<file path="config.mk">
export PLATFORM = sky130hd
export DESIGN_NAME = panel_scan_controller
export DESIGN_NICKNAME = d
export VERILOG_FILES = /design/src/rtl/panel_scan_controller.sv
export SDC_FILE = /design/constraint.sdc
export NUM_CORES = 1
export LEC_CHECK = 0
export BUFFER_PORTS_ARGS = -buffer_cell sky130_fd_sc_hd__buf_2
export CAP_MARGIN = 20
export CORE_MARGIN = 2
export CORE_UTILIZATION = 40
export CTS_CLUSTER_DIAMETER = 30
export CTS_CLUSTER_SIZE = 20
export DETAILED_ROUTE_END_ITERATION = 10
export PLACE_DENSITY = 0.64
export SLEW_MARGIN = 10
export SYNTH_ARGS = -nofsm -noshare
export SYNTH_HDL_FRONTEND = slang
export SYNTH_SLANG_ARGS = --single-unit
</file>
<file path="constraint.sdc">
create_clock -name clk -period 6.8 [get_ports clk]
set_input_delay 0.34 -clock clk [delete_from_list [all_inputs] [get_ports clk]]
set_output_delay 0.34 -clock clk [all_outputs]
set_load 0.1 [all_outputs]
</file>
<file path="src/rtl/panel_scan_controller.sv">
`default_nettype none
// ============================================================================
// Module      : panel_scan_controller
// Description : Row-multiplexed LED panel scan engine with binary-code-modulated
//               bit planes. Optional all-ones test pattern under macro
//               PANEL_TEST_PATTERN_EN.
// Revision    : 1.0 - initial release
// ============================================================================
module panel_scan_controller #(
    parameter int NUM_CHANNELS = 12,
    parameter int NUM_ROWS     = 16,
    parameter int NUM_COLS     = 48,
    parameter int BIT_DEPTH    = 4,
    parameter int CLK_DIV      = 2,
    parameter int BASE_TIME    = 8
) (
    input  logic                                           clk,
    input  logic                                           reset,
    input  logic                                           enable,
    input  logic                                           test_mode,
    output logic                                           rd_en,
    output logic [$clog2(NUM_ROWS)-1:0]                    rd_row,
    output logic [((NUM_COLS > 1) ? $clog2(NUM_COLS) : 1)-1:0] rd_col,
    input  logic [NUM_CHANNELS*BIT_DEPTH-1:0]              rd_data,
    output logic                                           serial_clk,
    output logic [NUM_CHANNELS-1:0]                        serial_data_out,
    output logic                                           latch_enable,
    output logic                                           output_enable_n,
    output logic [NUM_ROWS-1:0]                            row_select_n,
    output logic                                           frame_start
);

    localparam int c_ROW_W   = $clog2(NUM_ROWS);
    localparam int c_COL_W   = (NUM_COLS > 1) ? $clog2(NUM_COLS) : 1;
    localparam int c_PLANE_W = (BIT_DEPTH > 1) ? $clog2(BIT_DEPTH) : 1;
    localparam int c_PH_W    = $clog2(2 * CLK_DIV);
    localparam int c_DISP_W  = $clog2(BASE_TIME << (BIT_DEPTH - 1)) + 1;

    localparam logic [c_ROW_W-1:0]   c_ROW_LAST   = c_ROW_W'(NUM_ROWS - 1);
    localparam logic [c_COL_W-1:0]   c_COL_LAST   = c_COL_W'(NUM_COLS - 1);
    localparam logic [c_PLANE_W-1:0] c_PLANE_LAST = c_PLANE_W'(BIT_DEPTH - 1);
    localparam logic [c_PH_W-1:0]    c_PH_LAST    = c_PH_W'(2 * CLK_DIV - 1);
    localparam logic [c_PH_W-1:0]    c_PH_HIGH    = c_PH_W'(CLK_DIV);
    localparam logic [c_PH_W-1:0]    c_PH_DATA    = c_PH_W'(1);
    localparam logic [c_DISP_W-1:0]  c_BASE       = c_DISP_W'(BASE_TIME);
    localparam logic [NUM_ROWS-1:0]  c_ROW_ONE    = {{(NUM_ROWS-1){1'b0}}, 1'b1};

    localparam logic [1:0] c_ST_IDLE    = 2'd0;
    localparam logic [1:0] c_ST_SHIFT   = 2'd1;
    localparam logic [1:0] c_ST_LATCH   = 2'd2;
    localparam logic [1:0] c_ST_DISPLAY = 2'd3;

    logic [1:0]           r_state,    w_state_nx;
    logic [c_ROW_W-1:0]   r_row,      w_row_nx;
    logic [c_PLANE_W-1:0] r_plane,    w_plane_nx;
    logic [c_COL_W-1:0]   r_col,      w_col_nx;
    logic [c_PH_W-1:0]    r_phase,    w_phase_nx;
    logic                 r_lph,      w_lph_nx;
    logic [c_DISP_W-1:0]  r_disp_cnt, w_disp_nx;

    logic [c_DISP_W-1:0]     w_disp_len;
    logic                    w_disp_last;
    logic                    w_shift_entry;
    logic                    w_rd_block;
    logic [NUM_CHANNELS-1:0] w_plane_bits;
    logic [NUM_CHANNELS-1:0] w_shift_bits;

    assign w_disp_len  = c_BASE << r_plane;
    assign w_disp_last = (r_disp_cnt == (w_disp_len - c_DISP_W'(1)));

    always_comb begin
        w_state_nx = r_state;
        w_row_nx   = r_row;
        w_plane_nx = r_plane;
        w_col_nx   = r_col;
        w_phase_nx = r_phase;
        w_lph_nx   = r_lph;
        w_disp_nx  = r_disp_cnt;
        case (r_state)
            c_ST_IDLE: begin
                if (enable) begin
                    w_state_nx = c_ST_SHIFT;
                    w_row_nx   = '0;
                    w_plane_nx = '0;
                    w_col_nx   = '0;
                    w_phase_nx = '0;
                end
            end
            c_ST_SHIFT: begin
                if (r_phase == c_PH_LAST) begin
                    w_phase_nx = '0;
                    if (r_col == c_COL_LAST) begin
                        w_col_nx   = '0;
                        w_lph_nx   = 1'b0;
                        w_state_nx = c_ST_LATCH;
                    end else begin
                        w_col_nx = r_col + c_COL_W'(1);
                    end
                end else begin
                    w_phase_nx = r_phase + c_PH_W'(1);
                end
            end
            c_ST_LATCH: begin
                if (!r_lph) begin
                    w_lph_nx = 1'b1;
                end else begin
                    w_lph_nx   = 1'b0;
                    w_state_nx = c_ST_DISPLAY;
                    w_disp_nx  = '0;
                end
            end
            c_ST_DISPLAY: begin
                if (w_disp_last) begin
                    w_disp_nx = '0;
                    if (r_plane == c_PLANE_LAST) begin
                        w_plane_nx = '0;
                        w_row_nx   = (r_row == c_ROW_LAST) ? '0 : r_row + c_ROW_W'(1);
                    end else begin
                        w_plane_nx = r_plane + c_PLANE_W'(1);
                    end
                    // Enable is only honoured here: a plane already shifted is always shown.
                    if (enable) begin
                        w_state_nx = c_ST_SHIFT;
                        w_col_nx   = '0;
                        w_phase_nx = '0;
                    end else begin
                        w_state_nx = c_ST_IDLE;
                        w_row_nx   = '0;
                        w_plane_nx = '0;
                    end
                end else begin
                    w_disp_nx = r_disp_cnt + c_DISP_W'(1);
                end
            end
            default: w_state_nx = c_ST_IDLE;
        endcase
    end

    assign w_shift_entry = (w_state_nx == c_ST_SHIFT) && (r_state != c_ST_SHIFT);

    generate
        for (genvar c = 0; c < NUM_CHANNELS; c++) begin : g_lane
            logic [BIT_DEPTH-1:0] w_lane;
            assign w_lane          = rd_data[c*BIT_DEPTH +: BIT_DEPTH];
            assign w_plane_bits[c] = w_lane[r_plane];
        end
    endgenerate

`ifdef PANEL_TEST_PATTERN_EN
    // Pattern selection is frozen for a whole plane so a plane is never mixed.
    logic r_test;
    logic w_test_nx;
    assign w_test_nx    = w_shift_entry ? test_mode : r_test;
    assign w_rd_block   = w_test_nx;
    assign w_shift_bits = r_test ? {NUM_CHANNELS{1'b1}} : w_plane_bits;

    always_ff @(posedge clk or posedge reset) begin
        if (reset) begin
            r_test <= 1'b0;
        end else begin
            r_test <= w_test_nx;
        end
    end
`else
    logic w_unused_test;
    assign w_unused_test = test_mode;
    assign w_rd_block    = 1'b0;
    assign w_shift_bits  = w_plane_bits;
`endif

    always_ff @(posedge clk or posedge reset) begin
        if (reset) begin
            r_state    <= c_ST_IDLE;
            r_row      <= '0;
            r_plane    <= '0;
            r_col      <= '0;
            r_phase    <= '0;
            r_lph      <= 1'b0;
            r_disp_cnt <= '0;
        end else begin
            r_state    <= w_state_nx;
            r_row      <= w_row_nx;
            r_plane    <= w_plane_nx;
            r_col      <= w_col_nx;
            r_phase    <= w_phase_nx;
            r_lph      <= w_lph_nx;
            r_disp_cnt <= w_disp_nx;
        end
    end

    // Outputs are registered from next-state values so each one lines up with its state cycle.
    always_ff @(posedge clk or posedge reset) begin
        if (reset) begin
            rd_en           <= 1'b0;
            rd_row          <= '0;
            rd_col          <= '0;
            serial_clk      <= 1'b0;
            serial_data_out <= '0;
            latch_enable    <= 1'b0;
            output_enable_n <= 1'b1;
            row_select_n    <= '1;
            frame_start     <= 1'b0;
        end else begin
            rd_en        <= (w_state_nx == c_ST_SHIFT) && (w_phase_nx == '0) && !w_rd_block;
            serial_clk   <= (w_state_nx == c_ST_SHIFT) && (w_phase_nx >= c_PH_HIGH);
            latch_enable <= (w_state_nx == c_ST_LATCH) && w_lph_nx;
            output_enable_n <= (w_state_nx != c_ST_DISPLAY);
            frame_start  <= w_shift_entry && (w_row_nx == '0) && (w_plane_nx == '0);
            if ((w_state_nx == c_ST_SHIFT) && (w_phase_nx == '0)) begin
                rd_row <= w_row_nx;
                rd_col <= w_col_nx;
            end
            // rd_data for this column is valid during phase cycle 1.
            if ((r_state == c_ST_SHIFT) && (r_phase == c_PH_DATA)) begin
                serial_data_out <= w_shift_bits;
            end
            if (w_state_nx == c_ST_IDLE) begin
                row_select_n <= '1;
            end else if ((w_state_nx == c_ST_LATCH) && !w_lph_nx) begin
                row_select_n <= ~(c_ROW_ONE << w_row_nx);
            end
        end
    end

endmodule
`default_nettype wire

</file>
======== After elaboration in Yosys (flattened, before gate mapping) ========
Cells that the tools add are included.
storage, ports and cells
  register bits after elaboration ......... 67
  input port bits ......................... 52
  output and inout port bits .............. 43
  word-level logic and storage cells ...... 118
operators by class
  bitwise logic cells ..................... 1
  mux-type cells .......................... 60
  reduce and logical (&&, ||, !) cells .... 17
  equal/unequal tests ..................... 14
  shifts and indexed selects .............. 2
  $lt $le $gt $ge ......................... 2
  $add $sub $neg .......................... 6
operators by type and width
  cell                                                                    count
  16-bit two-way mux                                                      2
  1-bit binary-select mux with 2-bit select                               12
  2-bit two-way mux                                                       12
  6-bit two-way mux                                                       4
  4-bit two-way mux                                                       5
  6-bit case mux with 3 select lines                                      1
  1-bit two-way mux                                                       16
  16-bit inverter                                                         1
  1-bit by 4-bit left shift with 16-bit output (first input constant)     1
  7-bit two-way mux                                                       2
  7-bit case mux with 2 select lines                                      1
  2-bit equality test (second input constant)                             5
  1-bit logical AND                                                       8
  2-bit zero test                                                         4
  2-bit case mux with 4 select lines                                      1
  4-bit case mux with 2 select lines                                      1
  7-bit by 1-bit adder with 7-bit output (second input constant)          1
  7-bit equality test                                                     1
  4-bit by 2-bit left shift with 7-bit output (first input constant)      1
  7-bit by 1-bit subtractor with 7-bit output (second input constant)     1
  6-bit by 1-bit adder with 6-bit output (second input constant)          1
  2-bit by 1-bit equality test with 1-bit output (second input constant)  3
  6-bit equality test (second input constant)                             1
  2-bit case mux with 3 select lines                                      1
  13 further kinds                                                        16

======== Logic depth before layout (Yosys ltp) ========
Gate-level depths: netlist (run 1).
  depth after elaboration ................. 10
  gate-level depth with buffers ........... 13
  depth with buffers taken out ............ 9

======== Worst setup path before layout (run 1) ========
Ideal clock, no wire load.
  path kind ............................... flip-flop to flip-flop
  start ................................... reg r_plane[0]
  end ..................................... reg row_select_n[9]
  path slack .............................. 3.259 ns
  buffers on the path ..................... 2
  cell stages (with the launch flop) ...... 11
  data arrival time ....................... 3.457 ns
  library setup time ...................... 0.084 ns
  data required time ...................... 6.716 ns
  clock period less this slack ............ 3.541 ns
  path through ............................ dfrtp_1 > clkbuf_1 > buf_1 > inv_1 > ha_1 > xnor3_1 > a2111oi_0 > a21boi_0 > nor2_1 > nand4_1 > o32a_2
between the ends
  cells in the longest elaborated chain, start to end .. 9
  elaborated cells on any way between the ends .. 18
RTL lines
  item                                                                                       RTL line  source
  from (decl)                                                                                55        logic [c_PLANE_W-1:0] r_plane, w_plane_nx;
  from (signal assigned)                                                                     183       r_plane <= w_plane_nx;
  4-bit by 2-bit left shift with 7-bit output / 2-bit equality test (equally long branches)  68, 115
  7-bit by 1-bit subtractor with 7-bit output / 4-bit two-way mux (equally long branches)    69, 115
  7-bit equality test / 4-bit two-way mux (equally long branches)                            69, 122
  4-bit two-way mux                                                                          113       if (w_disp_last) begin
  4-bit case mux with 2 select lines                                                         79        case (r_state)
  1-bit by 4-bit left shift with 16-bit output                                               220       row_select_n <= ~(c_ROW_ONE << w_row_nx);
  16-bit inverter                                                                            220
  16-bit two-way mux                                                                         219       end else if ((w_state_nx == c_ST_LATCH) && !w_lph_nx) begin
  16-bit two-way mux                                                                         217       if (w_state_nx == c_ST_IDLE) begin
  to (signal assigned)                                                                       220
  to (decl)                                                                                  29        output logic [NUM_ROWS-1:0] row_select_n,
Parallel ways exist; a longest one is shown, timed or not. The select of a mux whose other input is x is not followed.
A chain may end at the register's enable or synchronous reset.

======== Worst setup path after layout (run 1) ========
  start ................................... reg r_plane[0]
  end ..................................... reg rd_col[2] in the netlist's numbering
between the ends
  cells in the longest elaborated chain, start to end .. 7
  elaborated cells on any way between the ends .. 12
RTL lines
  item                                                                                             RTL line  source
  4-bit by 2-bit left shift with 7-bit output *                                                    68        assign w_disp_len = c_BASE << r_plane;
  7-bit by 1-bit subtractor with 7-bit output *                                                    69        assign w_disp_last = (r_disp_cnt == (w_disp_len - c_DISP_W'(1)));
  7-bit equality test *                                                                            69
  2-bit two-way mux                                                                                113
  2-bit case mux with 4 select lines / 2-bit case mux with 3 select lines (equally long branches)  79
  2-bit by 1-bit equality test with 1-bit output / 2-bit zero test (equally long branches)         209       if ((w_state_nx == c_ST_SHIFT) && (w_phase_nx == '0)) begin
  1-bit logical AND                                                                                209
  to (signal assigned)                                                                             211       rd_col <= w_col_nx;
  to (decl)                                                                                        23        output logic [((NUM_COLS > 1) ? $clog2(NUM_COLS) : 1)-1:0] rd_col,
Mark *: on every way between the ends. The rest lies on a longest branch, timed or not.

==> results of run 1 <==
flip-flops by register name, summed over array words and instances, names as in the netlist, 2 cells and up:
signal / count
row_select_n: 16
r_disp_cnt: 7
r_col: 6
r_row: 4
r_plane: 2
rd_row: 4
rd_col: 6
r_state: 2
serial_data_out: 12
r_phase: 2
synth_stat cells (2+ instances only):
| cell type | n | share of area, % |
|---|---|---|
| sky130_fd_sc_hd__mux4_2 | 12 | 7.2 |
| sky130_fd_sc_hd__and3b_1 | 2 | 0.46 |
| sky130_fd_sc_hd__a31oi_1 | 9 | 1.5 |
| sky130_fd_sc_hd__nor2_1 | 17 | 1.7 |
| sky130_fd_sc_hd__nor3_1 | 7 | 0.93 |
| sky130_fd_sc_hd__a32o_1 | 3 | 0.80 |
| sky130_fd_sc_hd__o32a_1 | 3 | 0.80 |
| sky130_fd_sc_hd__a21boi_0 | 2 | 0.40 |
| sky130_fd_sc_hd__nor2b_1 | 5 | 0.83 |
| sky130_fd_sc_hd__o211ai_1 | 2 | 0.40 |
| sky130_fd_sc_hd__nand4_1 | 5 | 0.83 |
| sky130_fd_sc_hd__buf_6 | 3 | 0.90 |
| sky130_fd_sc_hd__nand3_1 | 7 | 0.93 |
| sky130_fd_sc_hd__dfstp_2 | 17 | 12 |
| sky130_fd_sc_hd__and4_1 | 3 | 0.70 |
| sky130_fd_sc_hd__inv_1 | 13 | 1.3 |
| sky130_fd_sc_hd__and3_1 | 2 | 0.33 |
| sky130_fd_sc_hd__mux2_2 | 22 | 6.6 |
| sky130_fd_sc_hd__o32a_2 | 2 | 0.60 |
| sky130_fd_sc_hd__dfrtp_1 | 50 | 33 |
| sky130_fd_sc_hd__a21oi_1 | 8 | 1.1 |
| sky130_fd_sc_hd__buf_1 | 2 | 0.20 |
| sky130_fd_sc_hd__o21ai_1 | 2 | 0.27 |
| sky130_fd_sc_hd__nand2b_1 | 3 | 0.50 |
| sky130_fd_sc_hd__o31ai_1 | 6 | 1.2 |
| sky130_fd_sc_hd__or3_1 | 2 | 0.33 |
| sky130_fd_sc_hd__o21ai_0 | 12 | 1.6 |
| sky130_fd_sc_hd__a211oi_1 | 3 | 0.60 |
| sky130_fd_sc_hd__clkbuf_1 | 8 | 0.80 |
| sky130_fd_sc_hd__mux2i_1 | 2 | 0.53 |
| sky130_fd_sc_hd__o41ai_1 | 2 | 0.46 |
| sky130_fd_sc_hd__o22a_2 | 2 | 0.53 |
| sky130_fd_sc_hd__a2bb2oi_1 | 7 | 1.6 |
| sky130_fd_sc_hd__or2_2 | 3 | 0.50 |
| sky130_fd_sc_hd__nand2_1 | 28 | 2.8 |
| sky130_fd_sc_hd__ha_1 | 13 | 4.3 |
| sky130_fd_sc_hd__a221oi_1 | 2 | 0.46 |
| sky130_fd_sc_hd__a21o_1 | 2 | 0.40 |
| sky130_fd_sc_hd__o211a_1 | 3 | 0.80 |
power by group:
group / leakage (uW) / switching (uW) / internal, uW
Clock: 0.000106 / 158 / 207
Combinational: 0.00117 / 42.9 / 20.0
Sequential: 0.000816 / 1.54 / 402
final cells by class:
type / instances / area [um^2]
Clock buffer: 10 / 128
Clock inverter: 6 / 90.1
Fill cell: 846 / 4670
Inverter: 15 / 56.3
Multi-Input combinational cell: 230 / 1940
Sequential cell: 67 / 1700
Tap cell: 111 / 139
Timing Repair Buffer: 95 / 480
worst min-delay path by stage:
stage / depth (start not counted) / slack, ps / start / endpoint
2_1_floorplan: 1 / 480 / r_disp_cnt[2]$_DFFE_PP0P_ / r_disp_cnt[2]$_DFFE_PP0P_
3_3_place_gp: 1 / 480 / serial_data_out[9]$_DFFE_PP0P_ / serial_data_out[9]$_DFFE_PP0P_
3_5_place_dp: 1 / 490 / serial_data_out[8]$_DFFE_PP0P_ / serial_data_out[8]$_DFFE_PP0P_
4_1_cts: 3 / 270 / reset / rd_row[1]$_DFFE_PP0P_
5_1_grt: 3 / 320 / reset / rd_row[1]$_DFFE_PP0P_
6_report: 3 / 230 / reset / rd_col[5]$_DFFE_PP0P_
per-layer routing:
layer	up-vias	part of all wire [%]	track usage [%]
met3	8	5.9	3.68
met5	-	0	0
met1	1445	47	23.1
li1	1428	-	-
met4	0	1.3	6.86
met2	94	46	28.1
per-stage QoR:
step / area, um^2 / setup WS, ps / utilization [%] / std cells
3_3_place_gp: 4310 / 2370 / 46.8 / 517
3_5_place_dp: 4310 / 2310 / 46.8 / 517
5_1_grt: 4530 / 2170 / 49.3 / 534
4_1_cts: 4520 / 2260 / 49.2 / 533
2_1_floorplan: 3770 / 3260 / - / 326
6_report: 4530 / 2440 / 49.3 / 534
kinds of logic after synthesis:
group | Yosys count | synth area share [%]
XOR/XNOR | 5 | 2.35
AND/OR/NAND/NOR | 92 | 13.0
adder cells (fa/ha/maj) | 13 | 4.31
buffers and inverters | 29 | 3.58
AO/OA/AOI/OAI | 84 | 17.4
flip-flops | 67 | 45.0
multiplexers | 36 | 14.3
placed cells by master (no fill, tap or decap), types with 3 or more instances in the layout:
cell	count
sky130_fd_sc_hd__nor3_1	7
sky130_fd_sc_hd__mux2_2	22
sky130_fd_sc_hd__nor2_1	17
sky130_fd_sc_hd__ha_1	13
sky130_fd_sc_hd__nor2b_1	5
sky130_fd_sc_hd__a32o_1	3
sky130_fd_sc_hd__a211oi_1	3
sky130_fd_sc_hd__o32a_1	3
sky130_fd_sc_hd__o21ai_0	12
sky130_fd_sc_hd__dfrtp_1	50
sky130_fd_sc_hd__mux4_2	12
sky130_fd_sc_hd__and4_1	3
sky130_fd_sc_hd__nand2b_1	3
sky130_fd_sc_hd__buf_2	93
sky130_fd_sc_hd__dfstp_2	17
sky130_fd_sc_hd__nand4_1	5
sky130_fd_sc_hd__a31oi_1	9
sky130_fd_sc_hd__a2bb2oi_1	7
sky130_fd_sc_hd__or2_2	3
sky130_fd_sc_hd__nand2_1	28
sky130_fd_sc_hd__nand3_1	7
sky130_fd_sc_hd__o211a_1	3
sky130_fd_sc_hd__o31ai_1	6
sky130_fd_sc_hd__inv_1	12
sky130_fd_sc_hd__a21oi_1	8
sky130_fd_sc_hd__clkbuf_8	9
critical path, delay by kind of cell (launching register included):
family                     cells  cell delay (ps)
AOI/OAI and AO/OA              3              960
xor gates and xnor gates       1              470
adders and majority gates      1              510
buffers and inverters          2              490
DFF                            1              950
muxes                          1              340
and+or+nand+nor                1              510
==> results list, run 1 <==
- Reg-to-reg startpoint: r_plane[0]$_DFF_PP0_
- The number of max-slew violations in the final report was 0.
- Number of top-level pins: 95
- The most used flip-flop cell after synthesis is sky130_fd_sc_hd__dfrtp_1.
- Via Count: 2975
* Area of the die: approximately 10000 um^2
- Clock sinks: 67
* Initial cell density of the core: 41.0%
- Power spread over the standard cell area amounts to 184 nW/um^2.
* Post-synth design cell area: 3770 um^2
* Post-cts gate resize count: 0
- Weighted congestion at the end of routability-driven global placement: 0.797
- At the pin with the least slew margin, the transition time is 919 ps.
* Core footprint: 9200 um^2
* Count of distinct cell types in the synthesized netlist: 69
- CP Launch Point: r_plane[0]$_DFF_PP0_
- Post-CTS Hold Buffers: 0
- Setup violators final: 0
- The number of antenna violations at the first check in global routing came to 0.
- Pin count of the biggest net entering global routing: 68
* Final cycle utilization of the critical path: between 60% and 70%
- Across the run, the number of max-cap violations was 0.
* TritonCTS clock tree: built
- Congestion Overflow GR: 0
* Highest cell delay on the worst timing path: 950 ps
* FF-to-FF path depth: 9
- Overall power of the completed layout: 832 uW
- Site Rows: 35
- Detailed placement ended at an HPWL of 6270 um.
* Max VDD drop: 101 uV
* Setup slack on the worst flop-to-flop path: between 2000 and 2500 ps
- Worst setup endpoint: rd_col[2]$_DFFE_PP0P_
* Standby leakage power: 0.00209 uW
- Arr. time, crit path: 4590 ps
* Count of mapped cells out of synthesis: about 330
* Total length of routed wires: 8600 um
- Synth warn: 0
- On the final layout, the worst clock skew is 8.26 ps.
- Vias in the first global route: 2910
- Ant. Diodes: 0
- Counting every net in the synthesized netlist gives slightly below 400.
- For the worst setup path, the data required time is around 7000 ps.
- Root Driver: sky130_fd_sc_hd__clkbuf_8
- Endpoint class of the critical path: register
- Relative slew slack: 38.7%
- Accumulated negative setup slack: 0 ps
* Startpoint types: register
- Height of the chip: just over 100 um
- Global routing used 17.5% of the available tracks.
* Run status: completed
- First-pass GRT wire length: 13900 um
- Hold crit path type: in -> async
* Maximum operating frequency: 229 MHz
* Longest Clk Path Bufs: 2
- Routed Antenna Nets: 0
* Count of buffers from port buffering: 93
- The largest individual stage delay along the critical path comes from the cell sky130_fd_sc_hd__dfrtp_1.
- After the first detailed-routing iteration, the DRC count stood at 112.
- CTS clk-pin slew, worst paths: ~80 ps
- Count of endpoints failing hold in the final timing report: 0
* Area growth from synthesis to final layout: 20.1%
* Minimum clock period: 4360 ps
- Flop and latch count out of synthesis: 67
* Portion of the post-synthesis area used by sequential elements: a little under half
* Cell-by-cell listing of the critical path: ha_1, xor3_2, nor4_4, a211oi_2, a311oi_4, inv_2, o2111ai_1, buf_4, mux2_2
- After detailed routing, the number of remaining DRC violations is 0.
- Using the TritonRoute via totals, the vias-per-cell ratio works out to 5.57.
- Average wire length per cell after detail routing: about 16 um
- Number of enable-type register cells in the synthesized netlist: 0
- Of all nets on the critical path, the largest fanout is 18.
- The post-route netlist has between 40% and 50% of its cells at a drive strength greater than 1.
- Clock Latency Late Sink: 350 ps
- Synthesized area per cell: 11.6 um^2
- The critical path is of the reg -> reg type.
- Post CTS Setup Buffer Count: 0
* Number of buffers created by CTS: 9
- The worst register-to-register path ends at rd_col[2]$_DFFE_PP0P_.
- Setup repair after global routing left no endpoint under its margin.
- The H-tree was split into 3 levels.
* Length of the first detailed-routing pass in iterations: 4
- Die width: between 100 and 150 um
- Min Hold Slack: 229 ps
* Number of nets at the end of the flow: 483
* Fraction of synthesis flops using an asynchronous set or reset pin: 100%
No activity file was read; power rests on OpenSTA's default activity.
==> run 2, diff against run 1 <==
Settings changed: ABC_AREA from default to 1.
Clock period 6.8 ns to 4.3 ns, I/O delays scaled along.
==> results list, run 2 <==
* Run status: completed (unchanged)
- The standard cell core area came to 9280 um^2 (was 9200 um^2).
- The number of DRC markers after the initial detailed-route iteration is 206 (was 112).
- Largest registers: row_select_n (16), serial_data_out (12), r_disp_cnt (7) (unchanged).
- Highest cell delay on the worst timing path: 680 ps (was 950 ps)
- The number of instances in the synthesized netlist was 502 (was 326).
- The routed length per placed instance was 12.9 um (was 16.1 um).
* Area growth from synthesis to final layout: 19.2% (was 20.1%)
* Slew @ Worst Pin: 701 ps (was 919 ps)
* Post-synth design cell area: 3850 um^2 (was 3770 um^2)
* Cells taking the most area after synthesis: sky130_fd_sc_hd__dfrtp_1 (33%), sky130_fd_sc_hd__dfstp_2 (12%), sky130_fd_sc_hd__nor2_1 (10%) (was sky130_fd_sc_hd__dfrtp_1 (33%), sky130_fd_sc_hd__dfstp_2 (12%), sky130_fd_sc_hd__mux4_2 (7.2%))
- Final cycle utilization of the critical path: 73.2% (was 64.1%)
- Accumulated negative setup slack: 0 ps (unchanged)
- The iteration count of the initial detailed-routing pass was 6 (was 4).
- H-tree depth: 3 (unchanged)
* Cell-by-cell listing of the critical path: inv_1, ha_1, inv_2, nand2_1, nand2_1, nand2_1, nand2_2, nand3_4, o21ai_2, nand2_4, nand2_4, nand2_4, nor2_4, nand2_2, nand2_1, nand2_1 (was ha_1, xor3_2, nor4_4, a211oi_2, a311oi_4, inv_2, o2111ai_1, buf_4, mux2_2)
* Most frequent cells in the layout: sky130_fd_sc_hd__nor2_1 (106), sky130_fd_sc_hd__nand2_1 (101), sky130_fd_sc_hd__buf_2 (93), sky130_fd_sc_hd__dfrtp_1 (50), sky130_fd_sc_hd__inv_1 (37) (was sky130_fd_sc_hd__buf_2 (93), sky130_fd_sc_hd__dfrtp_1 (50), sky130_fd_sc_hd__nand2_1 (28), sky130_fd_sc_hd__mux2_2 (22))
- The largest area contributor in the synthesized netlist is sky130_fd_sc_hd__dfrtp_1 (unchanged).
* Clock sinks: 67 (unchanged)
* Register with the most flip-flops: row_select_n (unchanged)
- Synth warn: 0 (unchanged)
* Standby leakage power: 0.00235 uW (was 0.00209 uW)
- Relative slew slack: 53.2% (was 38.7%)
* Max VDD drop: 171 uV (was 101 uV)
* Post-cts gate resize count: 0 (unchanged)
* Arr. time, crit path: 3380 ps (was 4590 ps)
* Highest net fanout along the worst path: 15 (was 18)
- Worst path slowest cell: sky130_fd_sc_hd__dfrtp_1 (unchanged)
* Number of flip-flops under the largest register name: 16 (unchanged)
- Switching part of the total power: 31.3% (was 24.3%)
- The reg-to-reg critical path endpoint is rd_row[1]$_DFFE_PP0P_ (was rd_col[2]$_DFFE_PP0P_).
- Minimum clock period: 3150 ps (was 4360 ps)
- Number of nets at the end of the flow: 659 (was 483)
* Worst setup endpoint: rd_row[1]$_DFFE_PP0P_ (was rd_col[2]$_DFFE_PP0P_)
- The maximum operating frequency is 318 MHz (was 229 MHz).
- Pin count of the biggest net entering global routing: 43 (was 68)
- The row count is 35 (unchanged).
- Share of final-layout standard cells stronger than drive strength 1: 26.4% (was 42.8%)
- The maximum buffer depth of the clock tree is 2 (unchanged).
- The post-route cell area was 4580 um^2 (was 4530 um^2).
- The share of the yosys chip area belonging to registers came to 44.1% (was 45.0%).
- Weighted congestion at the end of routability-driven global placement: 0.944 (was 0.797)
- The number of global-route vias before repair came to 3302 (was 2910).
- The required time of the critical path came to 4540 ps (was 7030 ps).
* Die width: 102 um (was 101 um)
- Reg-to-reg startpoint: r_plane[1]$_DFF_PP0_ (was r_plane[0]$_DFF_PP0_)
- Height of the chip: 102 um (was 101 um)
- The cell at the root of the clock tree is sky130_fd_sc_hd__clkbuf_8 (unchanged).
- The clock latency reported for the late side of the worst-skew pair was 350 ps (about the same).
* Initial cell density of the core: 41.4% (was 41.0%)
- Count of endpoints failing hold in the final timing report: 0 (unchanged)
* Max_cap viols: 0 (unchanged)
* Fraction of synthesis flops using an asynchronous set or reset pin: 100% (unchanged)
- Worst Hold Depth: 3
- Endpoint class of the critical path: register (unchanged)
- Number of enable-type register cells in the synthesized netlist: 0 (unchanged)
* Number of antenna violations at the first check in global routing: 0 (unchanged)
* Routed Antenna Nets: 0 (unchanged)
- DRC violation count after routing: 0 (unchanged)
* Switching power of the nets: 413 uW (was 202 uW)
* TritonCTS clock tree: built (unchanged)
* Cell repeated most along the worst path: sky130_fd_sc_hd__nand2_1
- Area of the die: 10400 um^2 (was 10200 um^2)
- The fraction of power consumed by the clock network was 36.3% (was 43.9%).
* Synthesized Nets: 567 (was 391)
- Logic pwr share: 14.4% (was 7.6%)
- Share of total power in sequential cells: 49.3% (was 48.6%)
- Unrepaired setup endpoints after global routing: false (unchanged)
- The total of buffers placed on input and output ports was 93 (unchanged).
* Count of distinct cell types in the synthesized netlist: 37 (was 69)
- The half-perimeter wire length after placement came to 6910 um (was 6270 um).
- The total global-route track usage came to 18.2% (was 17.5%).
* Setup violators final: 0 (unchanged)
* Number of buffers created by CTS: 9 (unchanged)
- The internal portion of total power came to 904 uW (was 629 uW).
* Total length of routed wires: 9410 um (was 8600 um)
- The cell area after placement is 4400 um^2 (was 4310 um^2).
* Synth top cells by count: sky130_fd_sc_hd__nor2_1 (106), sky130_fd_sc_hd__nand2_1 (101), sky130_fd_sc_hd__dfrtp_1 (50), sky130_fd_sc_hd__inv_1 (38) (was sky130_fd_sc_hd__dfrtp_1 (50), sky130_fd_sc_hd__nand2_1 (28), sky130_fd_sc_hd__mux2_2 (22), sky130_fd_sc_hd__dfstp_2 (17), sky130_fd_sc_hd__nor2_1 (17))
- The final antenna diode count came to 0 (unchanged).
* Setup slack on the worst flop-to-flop path: 1150 ps (was 2440 ps)
- The global-route wire length before repair was 15200 um (was 13900 um).
- Number of pins with negative max-slew slack in the final report: 0 (unchanged)
* Post-route clock skew: 11.5 ps (was 8.26 ps)
- Count leader, synth: sky130_fd_sc_hd__nor2_1 (was sky130_fd_sc_hd__dfrtp_1)
- The clock transition at the registers of the reported paths is 80 ps (about the same).
- The flip-flop and latch count after synthesis is 67 (unchanged).
* Dominant register cell in the synthesized netlist: sky130_fd_sc_hd__dfrtp_1 (unchanged)
* Class of the most critical setup path: reg -> reg (unchanged)
* FF-to-FF path depth: 16 (was 9)
* Startpoint types: register (unchanged)
- The type of the worst min-delay path is in -> reg (was in -> async).
- The mean area per synthesized cell was 7.66 um^2 (was 11.6 um^2).
* Number of top-level pins: 95 (unchanged)
- The fraction of post-synthesis cell area in the top cell type by area was 32.5% (was 33.2%).
- Most common cell after layout, fill and taps aside: sky130_fd_sc_hd__nor2_1 (was sky130_fd_sc_hd__buf_2)
- Congestion Overflow GR: 0 (unchanged)
* Power Dens Cells: 287 nW/um^2 (was 184 nW/um^2)
* Vias per Instance: 4.93 (was 5.57)
- CP Launch Point: r_plane[1]$_DFF_PP0_ (was r_plane[0]$_DFF_PP0_)
- Via Count: 3586 (was 2975)
[run 2: changes by cell type after synthesis, moves of 12 or more]
cell | before | now
sky130_fd_sc_hd__a21oi_1 | 8 | 21
sky130_fd_sc_hd__inv_1 | 13 | 38
sky130_fd_sc_hd__mux2_2 | 22 | 0
sky130_fd_sc_hd__mux4_2 | 12 | 0
sky130_fd_sc_hd__nand2_1 | 28 | 101
sky130_fd_sc_hd__nand3_1 | 7 | 36
sky130_fd_sc_hd__nor2_1 | 17 | 106
sky130_fd_sc_hd__o21ai_0 | 12 | 36
[run 2: how the worst min path moves through the flow]
stage | start | endpoint | slack, ps
3_5_place_dp | reset | serial_data_out[5]$_DFFE_PP0P_ | 310
2_1_floorplan | rd_data[1] | serial_data_out[0]$_DFFE_PP0P_ | 420
3_3_place_gp | reset | serial_data_out[3]$_DFFE_PP0P_ | 310
6_report | rd_data[17] | serial_data_out[4]$_DFFE_PP0P_ | 170
4_1_cts | rd_data[17] | serial_data_out[4]$_DFFE_PP0P_ | 160
5_1_grt | rd_data[17] | serial_data_out[4]$_DFFE_PP0P_ | 180
[run 2: power by group through the flow]
stage / combinational [uW] / clock (uW) / sequential (uW)
global route: 206 / 520 / 651
CTS: 191 / 495 / 649
finish: 189 / 478 / 650
floorplan: 59.9 / 0 / 741
global placement: 188 / 0 / 661
detailed placement: 190 / 0 / 661
[run 2: area by class of cell]
| cell class | count | area [um^2] |
|---|---|---|
| clock buffer | 10 | 128 |
| clock inverter | 6 | 46.3 |
| fill | 974 | 4700 |
| inverter | 45 | 171 |
| multi-input combinational | 374 | 1880 |
| sequential | 67 | 1700 |
| tap | 129 | 161 |
| timing repair buffer | 97 | 498 |
[run 2: layer usage]
metal / vias up / global-route usage, % / part of all wire (%)
met2: 81 / 31.0 / 48
met4: 0 / 3.38 / 0.55
met3: 7 / 4.10 / 4.6
met1: 1691 / 24.1 / 46
li1: 1807 / - / -
met5: - / 0 / 0
[run 2: repair_timing]
| item | in CTS | in global routing |
|---|---|---|
| hold buffers | 1 | 0 |
| setup buffers | 0 | 0 |
| endpoints found under the hold margin | 25 | 0 |
[run 2: worst max-delay path, delay by kind of cell, from the launching register on]
family / cells / cell delay (ps)
adder cells (fa/ha/maj): 1 / 370
AO/OA/AOI/OAI: 1 / 190
buffers and inverters: 2 / 510
AND/OR/NAND/NOR: 12 / 1280
flip-flops: 1 / 680
[run 2: metrics by stage]
| step | hold slack [ps] | util (%) | worst slack, ps | cells | power, uW |
|---|---|---|---|---|---|
| 3_3_place_gp | 306 | 47.4 | 1250 | 711 | 849 |
| 6_report | 167 | 49.4 | 1150 | 728 | 1320 |
| 3_5_place_dp | 315 | 47.4 | 1180 | 711 | 852 |
| 2_1_floorplan | 418 | - | 1710 | 502 | 801 |
| 5_1_grt | 181 | 49.4 | 842 | 728 | 1380 |
| 4_1_cts | 159 | 49.4 | 1180 | 728 | 1340 |
[run 2: cell families after synthesis]
| family | share of synthesized area (%) |
|---|---|
| adder cells (fa/ha/maj) | 4.23 |
| flip-flops | 44.1 |
| AND/OR/NAND/NOR | 31.3 |
| buffers and inverters | 6.96 |
| AO/OA/AOI/OAI | 11.8 |
| XOR/XNOR | 1.59 |
==> run 3, diff against run 2 <==
Settings changed: ABC_AREA 1 to 0.
Clock period 4.3 ns to 2.95 ns, I/O delays scaled along.
==> results list, run 3 (same netlist as run 1, synthesis figures left out) <==
* Routed Antenna Nets: 0 (unchanged)
- The final estimated routing congestion in global placement was 0.873 (was 0.944).
- The largest register by flop count was row_select_n (unchanged).
* Site Rows: 35 (unchanged)
- Accumulated negative setup slack: 0 ps (unchanged)
- The type of the worst min-delay path was in -> reg (unchanged).
* Max_cap viols: 0 (unchanged)
- The total setup buffers inserted after CTS came to 0 (unchanged).
- The family with the most delay on the worst path is compound AO/OA/AOI/OAI gates (was simple AND/OR/NAND/NOR gates).
- Unrepaired setup endpoints after global routing: false (unchanged)
- The worst-case setup margin in the final layout was 138 ps (was 1150 ps).
* Area growth from synthesis to final layout: 26.4% (was 19.2%)
- The worst path buffer plus inverter count was 0 (was 2).
- Die width: 101 um (was 102 um)
- The longest individual stage delay on the worst path came to 440 ps (was 680 ps).
* Met1 wire length: 4140 um (was 4370 um)
- Count of buffers from port buffering: 93 (unchanged)
* H-tree depth: 3 (unchanged)
- The maximum operating frequency came to 356 MHz (was 318 MHz).
* Core footprint: 9200 um^2 (was 9280 um^2)
* Highest net fanout along the worst path: 5 (was 15)
* Largest registers: row_select_n (16), serial_data_out (12), r_disp_cnt (7) (unchanged)
* Number of flip-flops under the largest register name: 16 (unchanged)
* Root Driver: sky130_fd_sc_hd__clkbuf_8 (unchanged)
- The master of the slowest instance on the critical path is sky130_fd_sc_hd__xor3_2 (was sky130_fd_sc_hd__dfrtp_1).
* First-pass GRT wire length: 14600 um (was 15200 um)
- Pin count of the biggest net entering global routing: 36 (was 43)
- Most frequent cells in the layout: sky130_fd_sc_hd__buf_2 (93), sky130_fd_sc_hd__dfrtp_1 (50), sky130_fd_sc_hd__buf_4 (30), sky130_fd_sc_hd__nand2_1 (28), sky130_fd_sc_hd__mux2_2 (22) (was sky130_fd_sc_hd__nor2_1 (106), sky130_fd_sc_hd__nand2_1 (101), sky130_fd_sc_hd__buf_2 (93), sky130_fd_sc_hd__dfrtp_1 (50), sky130_fd_sc_hd__inv_1 (37)).
* Total length of routed wires: 8950 um (was 9410 um)
- The kind of end point of the critical path is a register (unchanged).
- Max VDD drop: 251 uV (was 171 uV)
- Setup violators final: 0 (unchanged)
* CTS clk-pin slew, worst paths: 70 ps (was 80 ps)
- Final cycle utilization of the critical path: 95.3% (was 73.2%)
- The worst setup path category is reg -> reg (unchanged).
- Cell-by-cell listing of the critical path: ha_1, xor3_2, nor4_4, a21oi_2, o211ai_1, nand4_1, o32a_2 (was inv_1, ha_1, inv_2, nand2_1, nand2_1, nand2_1, nand2_2, nand3_4, o21ai_2, nand2_4, nand2_4, nand2_4, nor2_4, nand2_2, nand2_1, nand2_1).
- The vertical extent of the die came to 101 um (was 102 um).
- The top metal layer carrying routed signals is met4 (unchanged).
* Post-route clock skew: 11.9 ps (was 11.5 ps)
- Met3 wire length: 472 um (was 430 um)
- The worst hold path stage count is 3 (unchanged).
- Share of final-layout standard cells stronger than drive strength 1: 47.8% (was 26.4%)
- The power per cell area came to 386 nW/um^2 (was 287 nW/um^2).
- Relative slew slack: 54.0% (was 53.2%)
- The total global routing overflow is 0 (unchanged).
- The half-perimeter wire length after placement was 6830 um (was 6910 um).
- Worst EP required: 3220 ps (was 4540 ps)
* Area of the die: 10200 um^2 (was 10400 um^2)
- The boundary pin count is 95 (unchanged).
* Count of endpoints failing hold in the final timing report: 0 (unchanged)
- Sum of met2 wire segment lengths after detailed routing: 4260 um (was 4560 um)
* Arr. time, crit path: 3080 ps (was 3380 ps)
* Number of antenna violations at the first check in global routing: 0 (unchanged)
- The iteration count of the initial detailed-routing pass was 4 (was 6).
- The TritonCTS buffer count was 9 (unchanged).
- The final critical delay including setup and external delays came to 2810 ps (was 3150 ps).
- The number of DRC markers after the initial detailed-route iteration is 175 (was 206).
* Number of nets at the end of the flow: 512 (was 659)
* Slew @ Worst Pin: 689 ps (was 701 ps)
* Vias in the first global route: 3134 (was 3302)
- The maximum buffer depth of the clock tree came to 2 (unchanged).
- The leading cell type in the layout, fill and taps excluded is sky130_fd_sc_hd__buf_2 (was sky130_fd_sc_hd__nor2_1).
* TritonCTS clock tree: built (unchanged)
* Via Count: 3104 (was 3586)
* Overall routing resource usage: 18.0% (was 18.2%)
- Number of gates on the worst path with buffers counted: 7 (was 16)
- Min Hold Slack: 252 ps (was 167 ps)
- The remaining design rule violation count is 0 (unchanged).
- Initial cell density of the core: 41.0% (was 41.4%)
- The leakage power was 0.00226 uW (was 0.00235 uW).
* Ant. Diodes: 0 (unchanged)
- Vias per Instance: 5.51 (was 4.93)
- The number of sinks handled by clock tree synthesis was 67 (unchanged).
- Run status: completed (unchanged)
* Average wire length per cell after detail routing: 15.9 um (was 12.9 um)
- Placement Setup Slack: 46.4 ps (was 1180 ps)
* Number of pins with negative max-slew slack in the final report: 0 (unchanged)
* Clock Latency Late Sink: 340 ps (was 350 ps)
* Startpoint types: register (unchanged)
* FF-to-FF path depth: 7 (was 16)
[run 3: changes by cell type in the layout (fill, tap and decap cells not counted), moves of 5 or more]
cell / previous run / this run
sky130_fd_sc_hd__nor2_1: 106 / 17
sky130_fd_sc_hd__a21oi_1: 21 / 8
sky130_fd_sc_hd__nor3_1: 1 / 7
sky130_fd_sc_hd__o21ai_0: 36 / 12
sky130_fd_sc_hd__nand3_1: 36 / 7
sky130_fd_sc_hd__mux4_2: 0 / 12
sky130_fd_sc_hd__a2bb2oi_1: 0 / 7
sky130_fd_sc_hd__mux2_2: 0 / 22
sky130_fd_sc_hd__buf_4: 3 / 30
sky130_fd_sc_hd__nand2_2: 7 / 0
sky130_fd_sc_hd__nand2_4: 5 / 0
sky130_fd_sc_hd__nor2b_1: 0 / 5
sky130_fd_sc_hd__nand2_1: 101 / 28
sky130_fd_sc_hd__inv_1: 37 / 12
[run 3: worst paths after layout]
kind                                                startpoint  slack, ps                              to
worst max-delay path                      r_plane[1]$_DFF_PP0_        140     row_select_n[9]$_DFFE_PP1P_
worst min-delay path                               rd_data[10]        250  serial_data_out[2]$_DFFE_PP0P_
worst max register to register            r_plane[1]$_DFF_PP0_        140     row_select_n[9]$_DFFE_PP1P_
worst min register to register  serial_data_out[8]$_DFFE_PP0P_        500  serial_data_out[8]$_DFFE_PP0P_
max in group asynchronous                                reset       1610  serial_data_out[1]$_DFFE_PP0P_
min in group asynchronous                                reset        460           rd_row[3]$_DFFE_PP0P_
[run 3: worst min-delay path, delay by kind of cell]
| kind | cells | cell delay, ps |
|---|---|---|
| mux | 2 | 340 |
| buf+inv | 1 | 70 |
[run 3: area by class of cell]
cell class	count	area, um^2
Timing Repair Buffer	124	701
Clock buffer	12	176
Tap cell	111	139
Inverter	15	56.3
Fill cell	844	4430
Sequential cell	67	1700
Multi-Input combinational cell	230	1970
Clock inverter	4	28.8
[run 3: timing repair]
item	in CTS	in global routing
setup endpoints to repair	0	26
gates resized for setup	0	6
hold endpoints to repair	23	0
hold buffers	1	0
[run 3: metal layers]
metal	GRT usage, %	vias up
li1	-	1481
met1	23.3	1509
met2	30.6	107
met3	3.40	7
met4	5.93	0
met5	0	-
[run 3: where the power goes]
part,leakage [uW],switching (uW),internal [uW],total (uW)
logic,0.00133,102,48.8,151
clock network,0.000108,354,406,760
registers,0.000816,3.27,928,931
[run 3: through the flow]
stage	total power [uW]	instance area [um^2]	instances	utilization [%]
6_report	1840	4770	563	51.8
5_1_grt	1920	4770	563	51.8
4_1_cts	1870	4740	563	51.5
3_5_place_dp	1100	4520	546	49.2
3_3_place_gp	1100	4520	546	49.2
2_1_floorplan	1040	3790	326	-
